### config.mk
export PLATFORM = sky130hd
export DESIGN_NAME = systolic_feed_ctrl_flat
export DESIGN_NICKNAME = d
export VERILOG_FILES = /design/src/rtl/systolic_feed_ctrl_pkg.sv /design/src/rtl/systolic_feed_ctrl_if.sv /design/src/rtl/systolic_feed_ctrl_skew_delay.sv /design/src/rtl/systolic_feed_ctrl.sv /design/src/flat_wrapper.sv
export SDC_FILE = /design/constraint.sdc
export NUM_CORES = 1
export LEC_CHECK = 0
export CAP_MARGIN = 0
export CORE_ASPECT_RATIO = 0.8
export CORE_MARGIN = 1
export CORE_UTILIZATION = 43
export CTS_BUF_LIST = sky130_fd_sc_hd__clkbuf_16
export DETAILED_ROUTE_END_ITERATION = 8
export PLACE_DENSITY_LB_ADDON = 0.05
export REMOVE_ABC_BUFFERS = 1
export SLEW_MARGIN = 0
export SYNTH_ARGS = -nofsm -noshare
export SYNTH_HDL_FRONTEND = slang
export SYNTH_HIERARCHICAL = 1
export SYNTH_SLANG_ARGS = --single-unit
### constraint.sdc
create_clock -name clk_i -period 1.6 [get_ports clk_i]
set_clock_uncertainty 0.05 [all_clocks]
set_input_delay 0.32 -clock clk_i [delete_from_list [all_inputs] [get_ports clk_i]]
set_output_delay 0.32 -clock clk_i [all_outputs]
set_load 0.01 [all_outputs]
### src/rtl/systolic_feed_ctrl_pkg.sv
// systolic_pkg: shared state type and timing helper for the systolic feed controller.
package systolic_pkg;
    typedef enum logic [2:0] {IDLE, CLEAR, STREAM, DRAIN, DONE} feed_state_e;

    // The last column entering row dim-1 needs 2*dim-1 cycles to leave the array.
    function automatic int drain_cycles(int dim);
        return 2 * dim - 1;
    endfunction
endpackage

### src/rtl/systolic_feed_ctrl_if.sv
// systolic_feed_ctrl_if: pass control, upstream vector handshake and array-edge feed.
interface systolic_feed_ctrl_if #(
    parameter int dim_p = 4,
    parameter int width_p = 8,
    parameter int k_max_p = 16
) ();
    logic start_i;
    logic [$clog2(k_max_p+1)-1:0] k_i;
    logic ready_o;
    logic valid_i;
    logic [dim_p*width_p-1:0] data_i;
    logic yumi_o;
    logic [dim_p-1:0] row_valid_o;
    logic [dim_p*width_p-1:0] row_data_o;
    logic acc_clear_o;
    logic busy_o;
    logic done_o;

    modport slave (
        input start_i, k_i, valid_i, data_i,
        output ready_o, yumi_o, row_valid_o, row_data_o, acc_clear_o, busy_o, done_o
    );
    modport master (
        output start_i, k_i, valid_i, data_i,
        input ready_o, yumi_o, row_valid_o, row_data_o, acc_clear_o, busy_o, done_o
    );
endinterface

### src/rtl/systolic_feed_ctrl_skew_delay.sv
// skew_delay: depth_p-stage shift register of {valid, data}; invalid slots carry zero data.
module skew_delay #(
    parameter int depth_p = 1,
    parameter int width_p = 8
) (
    input  logic clk,
    input  logic rst,
    input  logic valid,
    input  logic [width_p-1:0] data,
    output logic q_valid,
    output logic [width_p-1:0] q_data
);
    logic [depth_p-1:0] v;
    logic [width_p-1:0] d [depth_p];

    always_ff @(posedge clk) begin
        if (rst) begin
            v <= '0;
            for (int i = 0; i < depth_p; i++) d[i] <= '0;
        end else begin
            v[0] <= valid;
            d[0] <= valid ? data : '0;
            for (int i = 1; i < depth_p; i++) begin
                v[i] <= v[i-1];
                d[i] <= d[i-1];
            end
        end
    end

    assign q_valid = v[depth_p-1];
    assign q_data = d[depth_p-1];
endmodule

### src/rtl/systolic_feed_ctrl.sv
// systolic_feed_ctrl: sequences one pass (clear, stream k vectors, drain, done)
// and diagonally skews each accepted vector onto the array rows.
module systolic_feed_ctrl
    import systolic_pkg::*;
#(
    parameter int dim_p = 4,
    parameter int width_p = 8,
    parameter int k_max_p = 16
) (
    input logic clk_i,
    input logic reset_i,
    systolic_feed_ctrl_if.slave bus
);
    localparam int cnt_w = $clog2(k_max_p + 1);
    localparam int drain_n = drain_cycles(dim_p);
    localparam int drain_w = $clog2(drain_n + 1);

    feed_state_e state;
    logic [cnt_w-1:0] k_q;
    logic [cnt_w-1:0] in_cnt;
    logic [drain_w-1:0] drain_cnt;
    logic ready;
    logic acc_clear;
    logic done;
    logic [dim_p-1:0] row_valid;
    logic [dim_p*width_p-1:0] row_data;

    always_ff @(posedge clk_i) begin
        if (reset_i) begin
            state <= IDLE;
            k_q <= '0;
            in_cnt <= '0;
            drain_cnt <= '0;
            ready <= 1'b1;
            acc_clear <= 1'b0;
            done <= 1'b0;
        end else begin
            case (state)
                IDLE: if (bus.start_i) begin
                    k_q <= bus.k_i;
                    in_cnt <= '0;
                    ready <= 1'b0;
                    acc_clear <= 1'b1;
                    state <= CLEAR;
                end
                CLEAR: begin
                    acc_clear <= 1'b0;
                    done <= k_q == '0;
                    state <= (k_q == '0) ? DONE : STREAM;
                end
                STREAM: if (bus.valid_i) begin
                    in_cnt <= in_cnt + cnt_w'(1);
                    if (in_cnt + cnt_w'(1) == k_q) begin
                        drain_cnt <= '0;
                        state <= DRAIN;
                    end
                end
                DRAIN: begin
                    drain_cnt <= drain_cnt + drain_w'(1);
                    if (drain_cnt == drain_w'(drain_n - 1)) begin
                        done <= 1'b1;
                        state <= DONE;
                    end
                end
                DONE: begin
                    done <= 1'b0;
                    ready <= 1'b1;
                    state <= IDLE;
                end
                default: state <= IDLE;
            endcase
        end
    end

    // Lane r is delayed r+1 cycles so each column enters the array as a diagonal.
    for (genvar r = 0; r < dim_p; r++) begin : g_lane
        skew_delay #(.depth_p(r + 1), .width_p(width_p)) u_skew (
            .clk(clk_i),
            .rst(reset_i),
            .valid(bus.yumi_o),
            .data(bus.data_i[r*width_p +: width_p]),
            .q_valid(row_valid[r]),
            .q_data(row_data[r*width_p +: width_p])
        );
    end

    assign bus.yumi_o = (state == STREAM) && bus.valid_i;
    assign bus.ready_o = ready;
    assign bus.busy_o = ~ready;
    assign bus.acc_clear_o = acc_clear;
    assign bus.done_o = done;
    assign bus.row_valid_o = row_valid;
    assign bus.row_data_o = row_data;
endmodule

### src/flat_wrapper.sv
// flat-port wrapper written by rule: the top's interface ports become plain ports
module systolic_feed_ctrl_flat import systolic_pkg::*;
#(
    parameter int dim_p = 4,
    parameter int width_p = 8,
    parameter int k_max_p = 16
)
  (clk_i, reset_i, bus_start_i, bus_k_i, bus_valid_i, bus_data_i, bus_ready_o, bus_yumi_o, bus_row_valid_o, bus_row_data_o, bus_acc_clear_o, bus_busy_o, bus_done_o);
  systolic_feed_ctrl_if #(.dim_p(dim_p), .width_p(width_p), .k_max_p(k_max_p)) bus_i ();
  input logic clk_i;
  input logic reset_i;
  input wire logic [$bits(bus_i.start_i)-1:0] bus_start_i;
  input wire logic [$bits(bus_i.k_i)-1:0] bus_k_i;
  input wire logic [$bits(bus_i.valid_i)-1:0] bus_valid_i;
  input wire logic [$bits(bus_i.data_i)-1:0] bus_data_i;
  output wire logic [$bits(bus_i.ready_o)-1:0] bus_ready_o;
  output wire logic [$bits(bus_i.yumi_o)-1:0] bus_yumi_o;
  output wire logic [$bits(bus_i.row_valid_o)-1:0] bus_row_valid_o;
  output wire logic [$bits(bus_i.row_data_o)-1:0] bus_row_data_o;
  output wire logic [$bits(bus_i.acc_clear_o)-1:0] bus_acc_clear_o;
  output wire logic [$bits(bus_i.busy_o)-1:0] bus_busy_o;
  output wire logic [$bits(bus_i.done_o)-1:0] bus_done_o;
  assign bus_i.start_i = bus_start_i;
  assign bus_i.k_i = bus_k_i;
  assign bus_i.valid_i = bus_valid_i;
  assign bus_i.data_i = bus_data_i;
  assign bus_ready_o = bus_i.ready_o;
  assign bus_yumi_o = bus_i.yumi_o;
  assign bus_row_valid_o = bus_i.row_valid_o;
  assign bus_row_data_o = bus_i.row_data_o;
  assign bus_acc_clear_o = bus_i.acc_clear_o;
  assign bus_busy_o = bus_i.busy_o;
  assign bus_done_o = bus_i.done_o;
  systolic_feed_ctrl #(.dim_p(dim_p), .width_p(width_p), .k_max_p(k_max_p)) u_core (.clk_i(clk_i), .reset_i(reset_i), .bus(bus_i));
endmodule
# [Word level (Yosys, flattened, before mapping)]
# Memory sizes are Yosys's and may differ from the RTL's.
# Cells that the tools add are included.
[classes] n_reduce_logical=16 addsub=2 shifts=0 eq_ne=10 n_mux=36 n_div=0 bitwise_logic=10 mul=0 n_lt_le_gt_ge=0
[ops] op="$mux W8" count=14
[ops] op="$mux W3" count=7
[ops] op="$pmux W3 S4" count=1
[ops] op="$mux W5" count=2
[ops] op="$pmux W5 S2" count=1
[ops] op="$or A1 B1 Y1" count=9
[ops] op="$reduce_and A2 Y1" count=4
[ops] op="$reduce_bool A2 Y1" count=4
[ops] op="$reduce_or A8 Y1" count=1
[ops] op="$mux W1" count=7
[ops] op="$eq A3 B2 Y1 const B" count=2
[ops] op="$eq A3 B3 Y1 const B" count=2
[ops] op="$pmux W3 S2" count=1
[ops] op="$reduce_and A3 Y1" count=2
[ops] op="$add A5 B1 Y5 const B" count=1
[ops] op="$eq A5 B5 Y1" count=1
[ops] op="$logic_not A5 Y1" count=1
[ops] op="$ne A2 B1 Y1 const B" count=2
[ops] op="$ne A2 B2 Y1 const B" count=2
[ops] op="$pmux W1 S2" count=2
[ops] op="$reduce_and A4 Y1" count=1
[ops] op="$add A3 B1 Y3 const B" count=1
[ops] op="$eq A3 B1 Y1 const B" count=1
[ops] op="$logic_not A3 Y1" count=1
[ops] op="4 further kinds" count=4
[word_totals] ramBits=80 regBits=29 mem_count=4 latch_bits=0 in_bits=41 mem_bits_ro=0
[memory_table] name="u_core.g_lane[3].u_skew.d" depth=4 word_bits=8 read_ports=4 rd_clocked_by_memory_dff=0 wr=4 line="systolic_feed_ctrl_skew_delay.sv:14" rtl="logic [width_p-1:0] d [depth_p];"
[memory_table] name="u_core.g_lane[2].u_skew.d" depth=3 word_bits=8 read_ports=3 rd_clocked_by_memory_dff=0 wr=3 line="systolic_feed_ctrl_skew_delay.sv:14"
[memory_table] name="u_core.g_lane[1].u_skew.d" depth=2 word_bits=8 read_ports=2 rd_clocked_by_memory_dff=0 wr=2 line="systolic_feed_ctrl_skew_delay.sv:14"
[memory_table] name="u_core.g_lane[0].u_skew.d" depth=1 word_bits=8 read_ports=1 rd_clocked_by_memory_dff=0 wr=1 line="systolic_feed_ctrl_skew_delay.sv:14"

# [Depth between registers and ports, before layout]
[logic_depth] depth_word=5 ltp_mapped=6 mapped_depth_nobuf=6

# [Hierarchy]
# Netlist, hierarchy kept.
[modules_own_cells] mod="systolic_feed_ctrl" n_inst=1 area_each_um2=1068.5 cells_per_inst=123 seq_area_each_um2=380.4
[modules_own_cells] mod="skew_delay (u_core.g_lane[3].u_skew)" n_inst=1 area_each_um2=987.2 cells_per_inst=75 seq_area_each_um2=720.7
[modules_own_cells] mod="skew_delay (u_core.g_lane[2].u_skew)" n_inst=1 area_each_um2=805.8 cells_per_inst=64 seq_area_each_um2=540.5
[modules_own_cells] mod="skew_delay (u_core.g_lane[1].u_skew)" n_inst=1 area_each_um2=583.1 cells_per_inst=45 seq_area_each_um2=360.3
[modules_own_cells] mod="skew_delay (u_core.g_lane[0].u_skew)" n_inst=1 area_each_um2=256.5 cells_per_inst=18 seq_area_each_um2=180.2

# [Least setup slack after synthesis]
# Ideal clock, no wire load.
[synth_path] kind="reg-to-reg" from="register u_core.state[0]" to="register u_core.in_cnt[2]" arrival_time_ps=1391 n_path_buf=0 period_less_slack_ps=1573 path_slack_ps=27 path_stages_with_launch=6 cell_sequence="dfxtp_1 -> nand4bb_1 -> inv_1 -> nor2_2 -> o21ai_1 -> a21oi_1"
[synth_between] elab_chain_cells=3 elab_cells_between_ends=7 classes_between="3 x eq/ne; 1 x mux; 3 x reduce/logical"
[synth_lines] item="start, declared" line="systolic_feed_ctrl.sv:18" rtl="feed_state_e state;"
[synth_lines] item="start signal, assigned" line="systolic_feed_ctrl.sv:49" rtl="state <= (k_q == '0) ? DONE : STREAM;"
[synth_lines] item="$eq A3 B2 Y1 / $logic_not A3 Y1 (equally long branches)" line="systolic_feed_ctrl.sv:38" rtl="case (state)"
[synth_lines] item="$ne A2 B2 Y1 (no line) / $reduce_bool A2 Y1 (equally long branches)"
[synth_lines] item="$reduce_and A3 Y1 (no line)"
[synth_lines] item="end signal, assigned" line="systolic_feed_ctrl.sv:52" rtl="in_cnt <= in_cnt + cnt_w'(1);"
[synth_lines] item="end, declared" line="systolic_feed_ctrl.sv:20" rtl="logic [cnt_w-1:0] in_cnt;"
# Several ways; a longest one is shown, not always the timed one.
# A chain may end at the register's enable or synchronous reset.

# [Final worst setup path]
[layout_path] from="register u_core.g_lane[1].u_skew.v[1]" to="output port bus_row_valid_o[1]"
[layout_rtl] item="start, declared" line="systolic_feed_ctrl_skew_delay.sv:13" rtl="logic [depth_p-1:0] v;"
[layout_rtl] item="start signal, assigned by index" line="systolic_feed_ctrl_skew_delay.sv:24" rtl="v[i] <= v[i-1];"
[layout_rtl] item="end, declared" line="flat_wrapper.sv:18" rtl="output wire logic [$bits(bus_i.row_valid_o)-1:0] bus_row_valid_o;"
# No word-level cell between the ends.

==> metrics.csv <==
stage,metric,value,unit
route,wl,6090,um
grt,grt_pass1_vias,2108,
setup_path,worst-path-buf-inv,1,
layout,num_antenna_cells,0,
placement,routabilityCongestion,0.800,
placement,place_inst,500,
setup_path,worstPathArrival,1.18,ns
layout,area_delta_synth_final,34.1,%
route,vias_per_cell,4.63,
synth,syn_avg_cell_area,11.4,um^2
route,vias,2394,
setup_path,path_delay_family,buffers and inverters,
sta,hold_viol,0,
setup_path,reg2reg_depth,5,
grt,grt_overflow,0,
synth,ys_types,47,
pwr,p_total,6070,uW
pwr,clock_power_share,0.383,
sta,fin_crit,1.55,ns
clocking,clock_latency,0.34,ns
pwr,seqPwrFrac,0.478,
route,drt_pass1_iterations,4,
sta,fmax,643,MHz
layout,drive_gt1_frac,0.125,
layout,final_cells,517,
grt,grt_usage,0.144,
sta,maxSlewViolCount,0,
sta,setup_viol,0,
clocking,cts_buffers,9,
setup_path,worst_setup_path_end_kind,output pin,
placement,port_buffers,81,
grt,grt_start_max_net_pins,53,
setup_path,r2r_slack,0.06,ns
run,cap_violations,0,
route,drc,0,
die,top_level_ports,82,
sta,rsz0062_at_grt,yes,
min_path,min_path_type,in2reg,
setup_path,crit_start,u_core/g_lane[1].u_skew/v[1],
setup_path,path_depth,1,
setup_path,worstPathCellList,clkdlybuf4s50_1,
setup_path,cp.required,1.23,ns
setup_path,worstSetupPathType,reg2out,
synth,synth_edf_count,0,
setup_path,regToRegStartpoint,u_core/in_cnt[1],
setup_path,worstReg2RegEnd,u_core/state[0],
clocking,cts_max_level,3,
die,dieHeight,85.0,um
clocking,cts_tree,yes,
route,avgRoutedWirePerCell,11.8,um
clocking,clkTransAtPathRegs,0.07,ns
layout,fillers,700,
pwr,intPower,4550,uW
synth,async_reset_ff_frac,0,
pwr,power.density,1220,nW/um^2
die,die_x,106,um
pwr,peakVddDrop,0.000557,V
pwr,p_sw,1520,uW
synth,seq_area_frac_synth,0.590,
pwr,power_switching_share,0.250,
sta,slew_headroom,0.790,
layout,num-nets-final,448,
pwr,p_comb_frac,0.139,
clocking,clk_path_buf_depth,2,
route,antenna_left,0,
grt,grt_pass1_wl,10100,um
setup_path,critical_path.endpoint,bus_row_valid_o[1],
sta,worstMarginPinSlew,0.315,ns
clocking,cts_root_buf,clkbuf_16,
sta,fin_crit_sh,0.972,
setup_path,worstSetupStartpointType,flop,
route,drtIter0Drc,58,
synth,syn_area,3700,um^2
synth,ys.flop_type,dfxtp_1,
pwr,leakage,0.00226,uW
setup_path,crit_path_max_incr_delay,0.53,ns
clocking,clock_sinks,109,
synth,synth_warnings,6,
die,coreArea,8130,um^2
grt,grt_antenna_before_repair,0,
layout,fin_area,4960,um^2
clocking,ctsHoldBuffers,0,
synth,synth-seq-cells,109,
placement,hpwl,3830,um
setup_path,path_max_fanout,1,
setup_path,cp_slowest_cell,clkdlybuf4s50_1,
die,start_util,0.455,
die,die_area,8980,um^2
synth,synthCells,325,
layout,final_util,0.611,
status,status,finished clean,
die,rows,29,
placement,placed_area,4580,um^2
-- registers in the layout, summed over array words and instances, names as in the netlist --
name                          count
u_core/drain_cnt                  3
u_core/state                      3
u_core/bus.done_o                 1
u_core/g_lane.u_skew/d           80
u_core/bus.ready_o                1
u_core/g_lane.u_skew/q_valid      1
u_core/k_q                        5
u_core/in_cnt                     5
u_core/bus.acc_clear_o            1
u_core/g_lane.u_skew/v            9
-- synth_stat cells (all sizes together) (3+ instances only) --
library cell	count	area (um^2)
o21ai	6	30.0
nor3	5	25.0
inv	5	18.8
mux2i	5	50.1
xor2	3	26.3
a21oi	8	40.0
nor2	16	62.6
buf	26	194
ha	3	37.5
and3b	32	284
nor2b	63	409
nand3	6	30.0
nand2	4	15.0
dfxtp	109	2180
xnor2	4	35.0
-- cell usage in the layout (no fill, tap or decap), types with 4 or more instances in the layout --
master	n
xnor2_1	4
dfxtp_1	108
nand2_1	4
nor2b_2	6
nor2b_1	57
nor2_1	15
and3b_1	29
clkbuf_16	9
dlymetal6s2s_1	10
clkdlybuf4s50_1	67
buf_4	11
a21oi_1	8
mux2i_1	5
inv_1	5
nand3_1	6
nor3_1	5
-- kinds of logic after synthesis --
family	synth area share
AOI/OAI and AO/OA	0.0541
muxes	0.0135
DFF	0.590
adders and majority gates	0.0101
and+or+nand+nor	0.258
buffers and inverters	0.0585
xor gates and xnor gates	0.0166
-- stage by stage --
step | setup TNS (ns) | worst slack, ns | hold slack [ns]
2_1_floorplan | -0.487 | -0.112 | 0.336
3_3_place_gp | -4.24 | -0.292 | 0.366
3_5_place_dp | -6.80 | -0.348 | 0.370
4_1_cts | 0 | 0.00329 | 0.244
5_1_grt | -0.00550 | -0.00550 | 0.261
6_report | 0 | 0.0452 | 0.263
-- routing by layer --
layer	up-vias	track usage	wire (um)
met1	1099	0.193	2970
met5	-	0	0
met2	65	0.220	2700
met4	0	0.0568	59
li1	1224	-	-
met3	6	0.0422	351
-- power groups by stage --
stage / Sequential (uW) / Combinational, uW / Clock (uW)
after CTS: 2900 / 839 / 2410
after detailed placement: 2960 / 840 / 0
after global placement: 2960 / 831 / 0
after floorplan: 3000 / 379 / 0
final: 2900 / 845 / 2320
after global routing: 2910 / 930 / 2530
-- area by class of cell --
| type | instances | area, um^2 | share of cell area |
|---|---|---|---|
| inverters | 5 | 18.8 | 0.00378 |
| well taps | 108 | 135 | 0.0272 |
| repair buffers | 95 | 972 | 0.196 |
| multi-input cells | 184 | 1330 | 0.267 |
| flip-flops and latches | 109 | 2180 | 0.440 |
| clock buffers | 9 | 225 | 0.0454 |
| clock inverters | 7 | 103 | 0.0207 |
-- worst min path at each step --
stage / startpoint / endpoint / slack, ns / depth (start not counted)
after floorplan: reset_i / u_core/g_lane[1].u_skew/d[0][13] / 0.34 / 1
after global placement: u_core/g_lane[2].u_skew/d[0][10] / u_core/g_lane[2].u_skew/d[0][18] / 0.37 / 1
after detailed placement: u_core/g_lane[3].u_skew/d[1][2] / u_core/g_lane[3].u_skew/d[2][2] / 0.37 / 1
after CTS: reset_i / u_core/in_cnt[4] / 0.24 / 2
after global routing: reset_i / u_core/in_cnt[4] / 0.26 / 2
final: reset_i / u_core/in_cnt[3] / 0.26 / 2
-- what timing repair did --
action	4_1_cts	5_1_grt
hold endpoints to repair	0	0
gates resized for setup	6	17
setup buffers	1	0
endpoints found under the setup margin	3	19
Power figures use the tool's default switching activity.
